==> config.mk <==
export PLATFORM = sky130hd
export DESIGN_NAME = uart_ctrl
export DESIGN_NICKNAME = d
export VERILOG_FILES = /design/src/rtl/uart_pkg.sv /design/src/rtl/uart_ctrl_if.sv /design/src/rtl/uart_tx.sv /design/src/rtl/uart_ctrl.sv
export SDC_FILE = /design/constraint.sdc
export NUM_CORES = 1
export LEC_CHECK = 0
export BUFFER_PORTS_ARGS = -buffer_cell sky130_fd_sc_hd__buf_2
export CORE_ASPECT_RATIO = 1.75
export CORE_MARGIN = 4
export CORE_UTILIZATION = 40
export CTS_BUF_LIST = sky130_fd_sc_hd__clkbuf_4
export CTS_CLUSTER_DIAMETER = 50
export DETAILED_ROUTE_END_ITERATION = 6
export GPL_TIMING_DRIVEN = 0
export RECOVER_POWER = 25
export SYNTH_ARGS = -nofsm -noshare
export SYNTH_HDL_FRONTEND = slang
export SYNTH_HIERARCHICAL = 1
export SYNTH_SLANG_ARGS = --single-unit
==> constraint.sdc <==
create_clock -name CLK100MHZ -period 2.7 [get_ports CLK100MHZ]
set_input_delay 0.27 -clock CLK100MHZ [delete_from_list [all_inputs] [get_ports CLK100MHZ]]
set_output_delay 0.27 -clock CLK100MHZ [all_outputs]
set_load 0.01 [all_outputs]
==> src/rtl/uart_pkg.sv <==
// Shared types and constants for the UART message sender: baud default,
// transmitter and message state encodings, and the fixed message ROM.
package uart_pkg;

    localparam int CLKS_PER_BIT_DEF = 868;
    localparam int MSG_LEN          = 14;
    localparam int IDX_W            = $clog2(MSG_LEN);

    typedef enum logic [1:0] {
        T_IDLE,
        T_START,
        T_DATA,
        T_STOP
    } tx_state_t;

    typedef enum logic {
        M_IDLE,
        M_SEND
    } msg_state_t;

    // "Hello World!\r\n", byte 0 in the least significant position
    localparam logic [MSG_LEN*8-1:0] MSG_ROM = {
        8'h0A, 8'h0D, 8'h21, 8'h64, 8'h6C, 8'h72, 8'h6F,
        8'h57, 8'h20, 8'h6F, 8'h6C, 8'h6C, 8'h65, 8'h48
    };

    function automatic logic [7:0] msg_byte(input logic [IDX_W-1:0] idx);
        return MSG_ROM[{idx, 3'b000} +: 8];
    endfunction

endpackage

==> src/rtl/uart_ctrl_if.sv <==
// Byte handshake between the message sequencer (master) and the serial
// transmitter (slave).
interface uart_ctrl_if;

    logic       tx_start;
    logic [7:0] tx_data;
    logic       tx_busy;
    logic       tx_done;

    modport master (
        output tx_start,
        output tx_data,
        input  tx_busy,
        input  tx_done
    );

    modport slave (
        input  tx_start,
        input  tx_data,
        output tx_busy,
        output tx_done
    );

endinterface

==> src/rtl/uart_tx.sv <==
// 8N1 serial transmitter, LSB first, registered line output.
// tx_done is raised during the last clock of the stop bit so the sequencer
// can start the next byte with at most one idle clock between frames.
module uart_tx
    import uart_pkg::*;
#(
    parameter int CLKS_PER_BIT = CLKS_PER_BIT_DEF
) (
    input  logic        clk,
    input  logic        rst,
    uart_ctrl_if.slave  bus,
    output logic        tx_line
);

    localparam int BAUD_W = (CLKS_PER_BIT > 1) ? $clog2(CLKS_PER_BIT) : 1;
    localparam logic [BAUD_W-1:0] BAUD_LAST = BAUD_W'(CLKS_PER_BIT - 1);
    localparam logic [BAUD_W-1:0] BAUD_PRE  = BAUD_W'(CLKS_PER_BIT - 2);

    tx_state_t         state_q, state_d;
    logic [BAUD_W-1:0] baud_q, baud_d;
    logic [2:0]        bit_q, bit_d;
    logic [7:0]        data_q, data_d;
    logic              line_q, line_d;
    logic              done_q, done_d;
    logic              baud_end;
    logic [2:0]        bit_next;

    // Next-state logic: each state holds the line for one full bit period
    always_comb begin
        state_d  = state_q;
        baud_d   = baud_q;
        bit_d    = bit_q;
        data_d   = data_q;
        line_d   = line_q;
        done_d   = 1'b0;
        baud_end = (baud_q == BAUD_LAST);
        bit_next = bit_q + 3'd1;
        case (state_q)
            T_IDLE: begin
                line_d = 1'b1;
                if (bus.tx_start) begin
                    data_d  = bus.tx_data;
                    baud_d  = '0;
                    line_d  = 1'b0;
                    state_d = T_START;
                end
            end
            T_START: begin
                if (baud_end) begin
                    baud_d  = '0;
                    bit_d   = 3'd0;
                    line_d  = data_q[0];
                    state_d = T_DATA;
                end else begin
                    baud_d = baud_q + 1'b1;
                end
            end
            T_DATA: begin
                if (baud_end) begin
                    baud_d = '0;
                    if (bit_q == 3'd7) begin
                        line_d  = 1'b1;
                        state_d = T_STOP;
                    end else begin
                        bit_d  = bit_next;
                        line_d = data_q[bit_next];
                    end
                end else begin
                    baud_d = baud_q + 1'b1;
                end
            end
            T_STOP: begin
                if (baud_q == BAUD_PRE) begin
                    done_d = 1'b1;
                end
                if (baud_end) begin
                    baud_d  = '0;
                    state_d = T_IDLE;
                end else begin
                    baud_d = baud_q + 1'b1;
                end
            end
            default: begin
                line_d  = 1'b1;
                state_d = T_IDLE;
            end
        endcase
    end

    // State registers; reset drives the line idle high on the next edge
    always_ff @(posedge clk) begin
        if (rst) begin
            state_q <= T_IDLE;
            baud_q  <= '0;
            bit_q   <= 3'd0;
            data_q  <= 8'd0;
            line_q  <= 1'b1;
            done_q  <= 1'b0;
        end else begin
            state_q <= state_d;
            baud_q  <= baud_d;
            bit_q   <= bit_d;
            data_q  <= data_d;
            line_q  <= line_d;
            done_q  <= done_d;
        end
    end

    assign bus.tx_busy = (state_q != T_IDLE);
    assign bus.tx_done = done_q;
    assign tx_line     = line_q;

endmodule

==> src/rtl/uart_ctrl.sv <==
// Board-level message sender: a rising edge on SW1 transmits the ROM message
// once over UART_RXD_OUT. SW0 is a synchronous reset.
module uart_ctrl
    import uart_pkg::*;
#(
    parameter int CLKS_PER_BIT = CLKS_PER_BIT_DEF
) (
    input  logic CLK100MHZ,
    input  logic SW0,
    input  logic SW1,
    output logic UART_RXD_OUT
);

    uart_ctrl_if tx_bus ();

    logic             sw_s1_q, sw_s1_d;
    logic             sw_s2_q, sw_s2_d;
    logic             sw_d_q, sw_d_d;
    logic [1:0]       fill_q, fill_d;
    logic             armed_q, armed_d;
    logic             start;
    msg_state_t       msg_state_q, msg_state_d;
    logic [IDX_W-1:0] idx_q, idx_d;
    logic [IDX_W-1:0] idx_next;
    logic             tx_start_q, tx_start_d;
    logic [7:0]       tx_data_q, tx_data_d;

    // Synchroniser, edge detect and message sequencer next-state logic.
    // The synchroniser flops clear on reset, so a switch already held high
    // would look like a fresh edge; the edge detector is only armed once a
    // genuine low sample has passed through the synchroniser.
    always_comb begin
        sw_s1_d     = SW1;
        sw_s2_d     = sw_s1_q;
        sw_d_d      = sw_s2_q;
        fill_d      = {fill_q[0], 1'b1};
        armed_d     = armed_q | (fill_q[1] & ~sw_s2_q);
        start       = sw_s2_q & ~sw_d_q & armed_q;
        msg_state_d = msg_state_q;
        idx_d       = idx_q;
        idx_next    = idx_q + 1'b1;
        tx_start_d  = 1'b0;
        tx_data_d   = tx_data_q;
        case (msg_state_q)
            M_IDLE: begin
                if (start && !tx_bus.tx_busy) begin
                    idx_d       = '0;
                    tx_start_d  = 1'b1;
                    tx_data_d   = msg_byte(IDX_W'(0));
                    msg_state_d = M_SEND;
                end
            end
            M_SEND: begin
                if (tx_bus.tx_done) begin
                    if (idx_q == IDX_W'(MSG_LEN - 1)) begin
                        msg_state_d = M_IDLE;
                    end else begin
                        idx_d      = idx_next;
                        tx_start_d = 1'b1;
                        tx_data_d  = msg_byte(idx_next);
                    end
                end
            end
            default: msg_state_d = M_IDLE;
        endcase
    end

    // Registers for the synchroniser, arming logic and message sequencer
    always_ff @(posedge CLK100MHZ) begin
        if (SW0) begin
            sw_s1_q     <= 1'b0;
            sw_s2_q     <= 1'b0;
            sw_d_q      <= 1'b0;
            fill_q      <= 2'b00;
            armed_q     <= 1'b0;
            msg_state_q <= M_IDLE;
            idx_q       <= '0;
            tx_start_q  <= 1'b0;
            tx_data_q   <= 8'd0;
        end else begin
            sw_s1_q     <= sw_s1_d;
            sw_s2_q     <= sw_s2_d;
            sw_d_q      <= sw_d_d;
            fill_q      <= fill_d;
            armed_q     <= armed_d;
            msg_state_q <= msg_state_d;
            idx_q       <= idx_d;
            tx_start_q  <= tx_start_d;
            tx_data_q   <= tx_data_d;
        end
    end

    assign tx_bus.tx_start = tx_start_q;
    assign tx_bus.tx_data  = tx_data_q;

    uart_tx #(
        .CLKS_PER_BIT(CLKS_PER_BIT)
    ) u_tx (
        .clk    (CLK100MHZ),
        .rst    (SW0),
        .bus    (tx_bus),
        .tx_line(UART_RXD_OUT)
    );

endmodule

==> results of run 1 <==
==> sequential cells by signal (all words and copies together), names as in the netlist, 2 cells and up <==
name,cells
idx_q,4
u_tx/bit_q,3
u_tx/state_q,2
fill_q,2
tx_bus.tx_data,7
u_tx/baud_q,10
u_tx/data_q,8
==> path summary, 6_finish.rpt <==
check | cells after the start | end | slack, ns
setup / recovery | 8 | tx_bus.tx_data[6] | 0.65
hold / removal | 2 | sw_s1_q | 0.12
setup reg to reg | 8 | tx_bus.tx_data[6] | 0.65
hold reg to reg | 1 | sw_d_d | 0.45
==> area by class of cell <==
cell class              count  area share (%)
clock inverters             2          0.4502
clock buffers               6           1.801
plain buffers              14           2.401
repair buffers              2          0.3502
flip-flops and latches     44           35.22
inverters                  15           2.251
multi-input cells         189           53.73
well taps                  76           3.802
==> power by group through the flow <==
stage               logic [W]  clock network (W)  registers [W]
floorplan            0.000238                  0       0.000698
detailed placement   0.000310                  0       0.000699
CTS                  0.000310           0.000340       0.000684
global placement     0.000307                  0       0.000698
finish               0.000307           0.000322       0.000684
global route         0.000345           0.000365       0.000688
==> metrics by stage <==
step                      hold WS [ns]  utilization [%]
after CTS                       0.1092            44.44
final                           0.1183            44.42
after floorplan                 0.3982                -
after detailed placement        0.4254            43.44
after global routing            0.1270            44.42
after global placement          0.4181            43.44
==> synth_stat cells (2+ instances only) <==
| master | instances | area share, % |
|---|---|---|
| buf_1 | 2 | 0.32 |
| a221oi_1 | 2 | 0.75 |
| nand4_1 | 6 | 1.6 |
| a211oi_1 | 2 | 0.64 |
| mux4_1 | 2 | 2.2 |
| dfxtp_1 | 44 | 38 |
| buf_2 | 6 | 1.3 |
| nand2_1 | 20 | 3.2 |
| nor3_1 | 2 | 0.43 |
| clkbuf_1 | 6 | 0.96 |
| and2_1 | 4 | 1.1 |
| a32o_1 | 3 | 1.3 |
| a311oi_1 | 3 | 1.1 |
| or3_1 | 6 | 1.6 |
| o21a_1 | 2 | 0.64 |
| and4bb_2 | 2 | 1.1 |
| nor2b_1 | 9 | 2.4 |
| mux2i_1 | 6 | 2.6 |
| nand2b_1 | 3 | 0.80 |
| mux4_2 | 2 | 1.9 |
| a21oi_1 | 23 | 4.9 |
| a221o_1 | 2 | 0.86 |
| inv_1 | 15 | 2.4 |
| nand3_1 | 14 | 3.0 |
| xnor2_1 | 2 | 0.75 |
| o21ai_0 | 11 | 2.4 |
| ha_1 | 16 | 8.6 |
| a22oi_1 | 3 | 0.96 |
| xor2_1 | 3 | 1.1 |
| nor2_1 | 18 | 2.9 |
==> critical path: cells and delay by family (launching register included) <==
family | cells | cell delay, ns
simple gates | 1 | 0.16
fa+ha+maj | 1 | 0.24
flops | 1 | 0.36
buf+inv | 4 | 0.81
compound gates | 2 | 0.39
==> cell families after synthesis <==
logic type	Yosys count	share of synthesized area [%]
adders and majority gates	17	8.979
DFF	44	37.63
and+or+nand+nor	90	20.15
muxes	10	6.734
xor gates and xnor gates	6	2.566
buffers and inverters	29	4.971
other	1	0.1602
AOI/OAI and AO/OA	65	18.81
==> metal layers <==
metal	global-route usage [%]	routed length [microns]	vias up
li1	-	-	963
met5	0	0	-
met1	14.71	1901	873
met4	7.122	106	0
met2	28.14	2621	18
met3	2.784	99	10
==> impl_metrics.json, run 1 <==
{
  "cp-start-kind": "flop",
  "placedInstanceArea_sq_um": 2446,
  "wl_microns": 4729,
  "max_stage_delay_ns": 0.36,
  "routabilityCongestion": 0.7967,
  "dr.pass1.iters": 5,
  "synth_seq_cells": 44,
  "cp-startpoint": "u_tx/state_q[1]",
  "final_area_sq_um": 2501,
  "post-cts-setup-buffers": 0,
  "n_fill_cell": 575,
  "hold_class": "in2reg",
  "dieArea_sq_um": 7189,
  "portBuffers": 2,
  "postCtsHoldBufs": 0,
  "critPathSlowestCell": "dfxtp_1",
  "powerDensity_nw_per_um2": 524.9,
  "path_cells": "inv_1, ha_1, buf_1, inv_1, nor2b_1, a22oi_1, buf_2, a221oi_1",
  "die_w_microns": 65.83,
  "worstSetupPathType": "reg2reg",
  "grt_pass1_vias": 1825,
  "power_w": 0.001313,
  "synth_edf_count": 0,
  "combPwrFrac_pct": 23.4,
  "cts_tree": "yes",
  "slew_headroom_pct": 57.10,
  "drt_iter0_markers": 116,
  "ys_warn_count": 6,
  "pwr-share-clk_pct": 24.6,
  "p_leak_nw": 0.8969,
  "ff_latch_area_sq_um": 880.8,
  "power_frac_seq_pct": 52.1,
  "core.rowCount": 36,
  "ys_types": 53,
  "htreeDepth": 2,
  "synth_cells": 262,
  "worst_ep_arrival_time_ns": 2.31,
  "hpwlAfterDp_microns": 3656,
  "ir_drop_mv": 0.1772,
  "fin_skew_ns": 0.01299,
  "drcViolationCount": 0,
  "dpl_worst_slack_ns": 0.7018,
  "dr_total_vias": 1864,
  "nets": 290,
  "clockBufferDepth": 2,
  "worst_path_most_repeated_cell": "inv_1",
  "rr_startpoint": "u_tx/state_q[1]",
  "hold_viol_final": 0,
  "synth_area_sq_um": 2341,
  "internal_power_w": 0.0008883,
  "period_minus_slack_ns": 2.048,
  "syn_avg_cell_area_sq_um": 8.935,
  "design.core.area_sq_um": 5630,
  "antenna_found_initial": 0,
  "p_sw_share_pct": 32.34,
  "grt_pass1_wl_microns": 8211,
  "ios": 4,
  "die_h_microns": 109.2,
  "timing.final.ws_setup_ns": 0.6521,
  "worstHoldStart": "SW1",
  "maxCapViolations": 0,
  "start_util_pct": 41.58,
  "cts.sinks": 44,
  "root_buffer": "clkbuf_4",
  "numCtsBuffers": 5,
  "grt_use_total_pct": 14.74,
  "path_clk_slew_ns": 0.13,
  "worst_slew_pin_slew_ns": 0.6421,
  "status": "finished, final reports clean",
  "cts-resized-gates": 0,
  "path_max_fanout": 10,
  "syn-num-nets": 281,
  "avgRoutedWirePerCell_microns": 13.59,
  "ys.flop_type": "dfxtp_1",
  "finalSetupViolCount": 0,
  "ys_seq_area_share_pct": 37.63,
  "drv_slew": 0,
  "layout.cells.non_filler": 348,
  "dp_cells": 340,
  "post-route-period-util_pct": 75.85,
  "clk-insertion-delay-late_ns": 0.35,
  "p_switching_w": 0.0004246,
  "area_growth_pct": 6.841,
  "diodes": 0,
  "tns_ns": 0,
  "required_ns": 2.96,
  "grt_overflow_total": 0,
  "rsz0062_at_grt": "no",
  "final_cell_mix": "dfxtp_1 (44), a21oi_1 (23), nand2_1 (20), nor2_1 (18), ha_1 (16)",
  "clock.fmax_mhz": 488.3,
  "multi_input_area_sq_um": 1344,
  "drive_gt1_share_pct": 8.088,
  "ant_nets": 0,
  "final_common_cell": "dfxtp_1",
  "end_kind": "flop",
  "viasPerCell": 5.356,
  "synth-async-reset-ratio_pct": 0,
  "grt_max_degree": 14
}
Note: power is estimated with default switching activity, not from simulation.
==> run 2: changes to the inputs <==
Clock period 2.7 ns to 2.1 ns, I/O delays scaled along.
==> run 2 against run 1 <==
Against the previous run:
- critical path depth is 4 lower
- clock power is 29% higher
- clock-buffer cell count stayed put
- combinational power is 29% higher
- highest routed layer unchanged
==> impl_metrics.json, run 2 (synthesis gave the netlist of run 1 again) <==
{
  "grt_use_total_pct": 14.74,
  "fin_skew_ns": 0.01307,
  "met2_length_microns": 2635,
  "dieArea_sq_um": 7189,
  "nets": 290,
  "worstSetupPathType": "reg2reg",
  "final_area_sq_um": 2502,
  "finalSetupViolCount": 0,
  "dr_total_vias": 1864,
  "clock.fmax_mhz": 502.6,
  "area_growth_pct": 6.895,
  "min_to": "sw_s1_q",
  "r2r_setup_slack_ns": 0.11,
  "r2r-end": "tx_bus.tx_data[0]",
  "p_leak_nw": 0.8994,
  "max_stage_delay_ns": 0.55,
  "ant_nets": 0,
  "hold_class": "in2reg",
  "ios": 4,
  "rr_startpoint": "idx_q[0]",
  "diodes": 0,
  "drt_iter0_markers": 116,
  "status": "finished, final reports clean",
  "end_kind": "flop",
  "cts_tree": "yes",
  "powerDensity_nw_per_um2": 675.2,
  "slew_headroom_pct": 57.10,
  "avgRoutedWirePerCell_microns": 13.60,
  "maxUsedRoutingLayer": "met4",
  "hold_viol_final": 0,
  "hold-worst-slack_ns": 0.05865,
  "grt_pass1_vias": 1825,
  "rr_worst_depth": 4,
  "maxCapViolations": 0,
  "cp-start-kind": "flop",
  "period_minus_slack_ns": 1.989,
  "viasPerCell": 5.356,
  "worstHoldStart": "SW1",
  "wl_met1_microns": 1910,
  "layout.cells.non_filler": 348,
  "start_util_pct": 41.58,
  "placedInstanceArea_sq_um": 2446,
  "grt_pass1_wl_microns": 8211,
  "portBuffers": 2,
  "root_buffer": "clkbuf_4",
  "wl_met3_microns": 101,
  "postCtsHoldBufs": 0,
  "worstHoldPathCells": 2,
  "drcViolationCount": 0,
  "worst_slew_pin_slew_ns": 0.6421,
  "dr.pass1.iters": 4,
  "clk-insertion-delay-late_ns": 0.35,
  "post-route-period-util_pct": 94.74,
  "critPathSlowestCell": "mux4_2",
  "tns_ns": 0,
  "largest_reg_flops": 10,
  "path_cells": "ha_1, xnor2_1, mux4_2, a32o_1",
  "hpwlAfterDp_microns": 3656,
  "final_cell_mix": "dfxtp_1 (44), a21oi_1 (23), nand2_1 (20), nor2_1 (18), ha_1 (16)",
  "htreeDepth": 2,
  "post-cts-setup-buffers": 0,
  "clockBufferDepth": 2,
  "die_h_microns": 109.2,
  "grt_max_degree": 14,
  "cts-resized-gates": 0,
  "path_clk_slew_ns": 0.13,
  "drive_gt1_share_pct": 8.456,
  "drv_slew": 0,
  "rsz0062_at_grt": "no",
  "final_common_cell": "dfxtp_1",
  "numCtsBuffers": 5,
  "design.core.area_sq_um": 5630,
  "required_ns": 2.35,
  "dp_cells": 340,
  "worst_ep_arrival_time_ns": 2.24,
  "die_w_microns": 65.83,
  "max_flop_register": "u_tx/baud_q",
  "core.rowCount": 36,
  "wl_microns": 4734,
  "grt_overflow_total": 0,
  "path_max_fanout": 9,
  "cts.sinks": 44,
  "ir_drop_mv": 0.2279,
  "routabilityCongestion": 0.7967,
  "antenna_found_initial": 0
}
[run 2: cell count changes in the layout (fill, tap and decap cells not counted)]
cell / before / now
clkbuf_1: 8 / 7
clkbuf_2: 0 / 1
[run 2: worst max-delay path by stage]
stage / startpoint / end / cells past startpoint
after detailed placement: u_tx/state_q[1] / tx_bus.tx_data[2] / 8
after CTS: u_tx/state_q[1] / tx_bus.tx_data[2] / 8
final: idx_q[0] / tx_bus.tx_data[0] / 4
after global placement: u_tx/bit_q[0] / u_tx/tx_line / 5
after global routing: idx_q[0] / tx_bus.tx_data[0] / 4
after floorplan: u_tx/bit_q[0] / u_tx/tx_line / 5
[run 2: layout make-up]
class	instances	area, sq um
clock inverter	2	11.26
timing repair buffer	2	8.758
inverter	15	56.30
tap	76	95.09
clock buffer	6	45.04
sequential	44	880.8
multi-input combinational	189	1344
buffer	14	61.31
fill	574	3128
[run 2: routing by layer]
layer  vias up  GRT usage (%)
li1        963              -
met1       874          14.71
met2        18          28.14
met3         9          2.784
met4         0          7.122
met5         -              0
[run 2: power by group]
part           internal (W)  switching, W
Combinational      0.000142      0.000254
Sequential         0.000862     0.0000174
Clock              0.000141      0.000273
[run 2: worst max-delay path: cells and delay by family, from the launching register on]
| family | cells | cell delay (ns) |
|---|---|---|
| xor+xnor | 1 | 0.39 |
| mux | 1 | 0.55 |
| flops | 1 | 0.43 |
| compound gates | 1 | 0.21 |
| fa+ha+maj | 1 | 0.30 |
[run 2: metrics by stage]
step / setup slack, ns / total power (W) / utilization, %
after global routing: 0.0004809 / 0.001800 / 44.44
after floorplan: 0.2618 / 0.001203 / -
after CTS: 0.06190 / 0.001715 / 44.44
after global placement: 0.1249 / 0.001293 / 43.44
final: 0.1105 / 0.001690 / 44.44
after detailed placement: 0.1018 / 0.001297 / 43.44
==> run 3: changes to the inputs <==
Settings changed: BUFFER_PORTS_ARGS -buffer_cell sky130_fd_sc_hd__buf_2 to not set, DONT_BUFFER_PORTS set to 1.
==> run 3 against run 2 <==
Against the previous run:
- total power about the same
- non-clock buffer count decreased by 1
- highest routed layer unchanged
- critical path depth increased by 1
- fmax increased by 1.2%
- design area increased by 0.90%
==> impl_metrics.json, run 3 (synthesis gave the netlist of run 1 again) <==
{
  "timing.final.ws_setup_ns": 0.1343,
  "area_growth_pct": 7.857,
  "largest_reg_flops": 10,
  "required_ns": 2.35,
  "nets": 289,
  "r2r_setup_slack_ns": 0.13,
  "hold_viol_final": 0,
  "hpwlAfterDp_microns": 3639,
  "hold-worst-slack_ns": 0.1482,
  "drive_gt1_share_pct": 8.856,
  "die_w_microns": 65.83,
  "fin_skew_ns": 0.006777,
  "n_fill_cell": 566,
  "start_util_pct": 41.58,
  "wl_microns": 4831,
  "ir_drop_mv": 0.2370,
  "worst_slew_pin_slew_ns": 0.5786,
  "dieArea_sq_um": 7189,
  "grt_pass1_vias": 1866,
  "clock.fmax_mhz": 508.7,
  "dpl_worst_slack_ns": 0.08654,
  "post-route-period-util_pct": 93.60,
  "drt_iter0_markers": 106,
  "grt_use_total_pct": 15.10,
  "clockBufferDepth": 2,
  "final_common_cell": "dfxtp_1",
  "core.rowCount": 36,
  "rr_worst_depth": 5,
  "power_w": 0.001688,
  "antenna_found_initial": 0,
  "die_h_microns": 109.2,
  "worstHoldPathCells": 2,
  "status": "finished, final reports clean",
  "clk-insertion-delay-late_ns": 0.35,
  "maxCapViolations": 0,
  "numCtsBuffers": 5,
  "drcViolationCount": 0,
  "path_clk_slew_ns": 0.12,
  "period_minus_slack_ns": 1.966,
  "drv_slew": 0,
  "dp_cells": 338,
  "p_leak_nw": 0.9050,
  "finalSetupViolCount": 0,
  "cp-start-kind": "flop",
  "tns_ns": 0,
  "root_buffer": "clkbuf_4",
  "ant_nets": 0,
  "path_max_fanout": 5,
  "portBuffers": 0,
  "worstSetupPathType": "reg2reg",
  "grt_pass1_wl_microns": 8431,
  "cts_tree": "yes",
  "hold_class": "in2reg",
  "end_kind": "flop",
  "cts.sinks": 44,
  "routabilityCongestion": 0.8334,
  "dr_total_vias": 1901,
  "slew_headroom_pct": 61.35,
  "worst_ep_arrival_time_ns": 2.22,
  "max_flop_register": "u_tx/baud_q",
  "grt_max_degree": 13,
  "diodes": 0,
  "powerDensity_nw_per_um2": 668.6,
  "layout.cells.non_filler": 347,
  "grt_overflow_total": 0,
  "avgRoutedWirePerCell_microns": 13.92,
  "htreeDepth": 2,
  "dr.pass1.iters": 5,
  "ios": 4,
  "final_cell_mix": "dfxtp_1 (43), a21oi_1 (23), nand2_1 (20), nor2_1 (18)",
  "design.core.area_sq_um": 5630,
  "viasPerCell": 5.478
}
-- run 3: layout make-up --
type | count | area, sq um | share of cell area [%]
clock inverter | 1 | 3.754 | 0.1487
clock buffer | 7 | 52.55 | 2.081
timing repair buffer | 1 | 10.01 | 0.3964
buffer | 14 | 61.31 | 2.428
tap | 76 | 95.09 | 3.766
inverter | 15 | 56.30 | 2.230
multi-input combinational | 189 | 1364 | 54.01
sequential | 44 | 882.1 | 34.94
-- run 3: per-layer routing --
layer  vias up  wire length [microns]  GRT usage (%)
met2        31                   2712          28.43
met5         -                      0              0
met4         0                    110          6.380
met1       900                   1862          15.62
met3         8                    146          3.196
li1        962                      -              -
-- run 3: metrics by stage --
stage               utilization [%]  instance area, sq um
floorplan                         -                  2341
global placement              43.27                  2436
detailed placement            43.27                  2436
CTS                           44.44                  2502
global route                  44.84                  2525
finish                        44.84                  2525
-- run 3: timing repair --
item | 4_1_cts | 5_1_grt
buffers inserted | 0 | 0
endpoints found under the hold margin | 1 | 0
gates resized for setup | 0 | 4
endpoints found under the setup margin | 0 | 12
hold buffers | 1 | 0
-- run 3: critical path: stages, from the launching register on --
cell and delay (ns):
dfxtp_1 0.40, ha_4 0.31, mux4_1 0.55, mux2i_1 0.18
nand4b_1 0.11, a221o_1 0.32
-- run 3: path summary, 6_finish.rpt --
kind,to,from
worst max-delay path,u_tx/tx_line,u_tx/bit_q[0]
worst min-delay path,u_tx/bit_q[0],SW0
worst max register to register,u_tx/tx_line,u_tx/bit_q[0]
worst min register to register,fill_q[1],fill_q[0]
-- run 3: report_power, final --
| group | switching, W | internal (W) | total (W) |
|---|---|---|---|
| registers | 0.0000224 | 0.000861 | 0.000884 |
| clock network | 0.000258 | 0.000155 | 0.000413 |
| logic | 0.000250 | 0.000142 | 0.000392 |
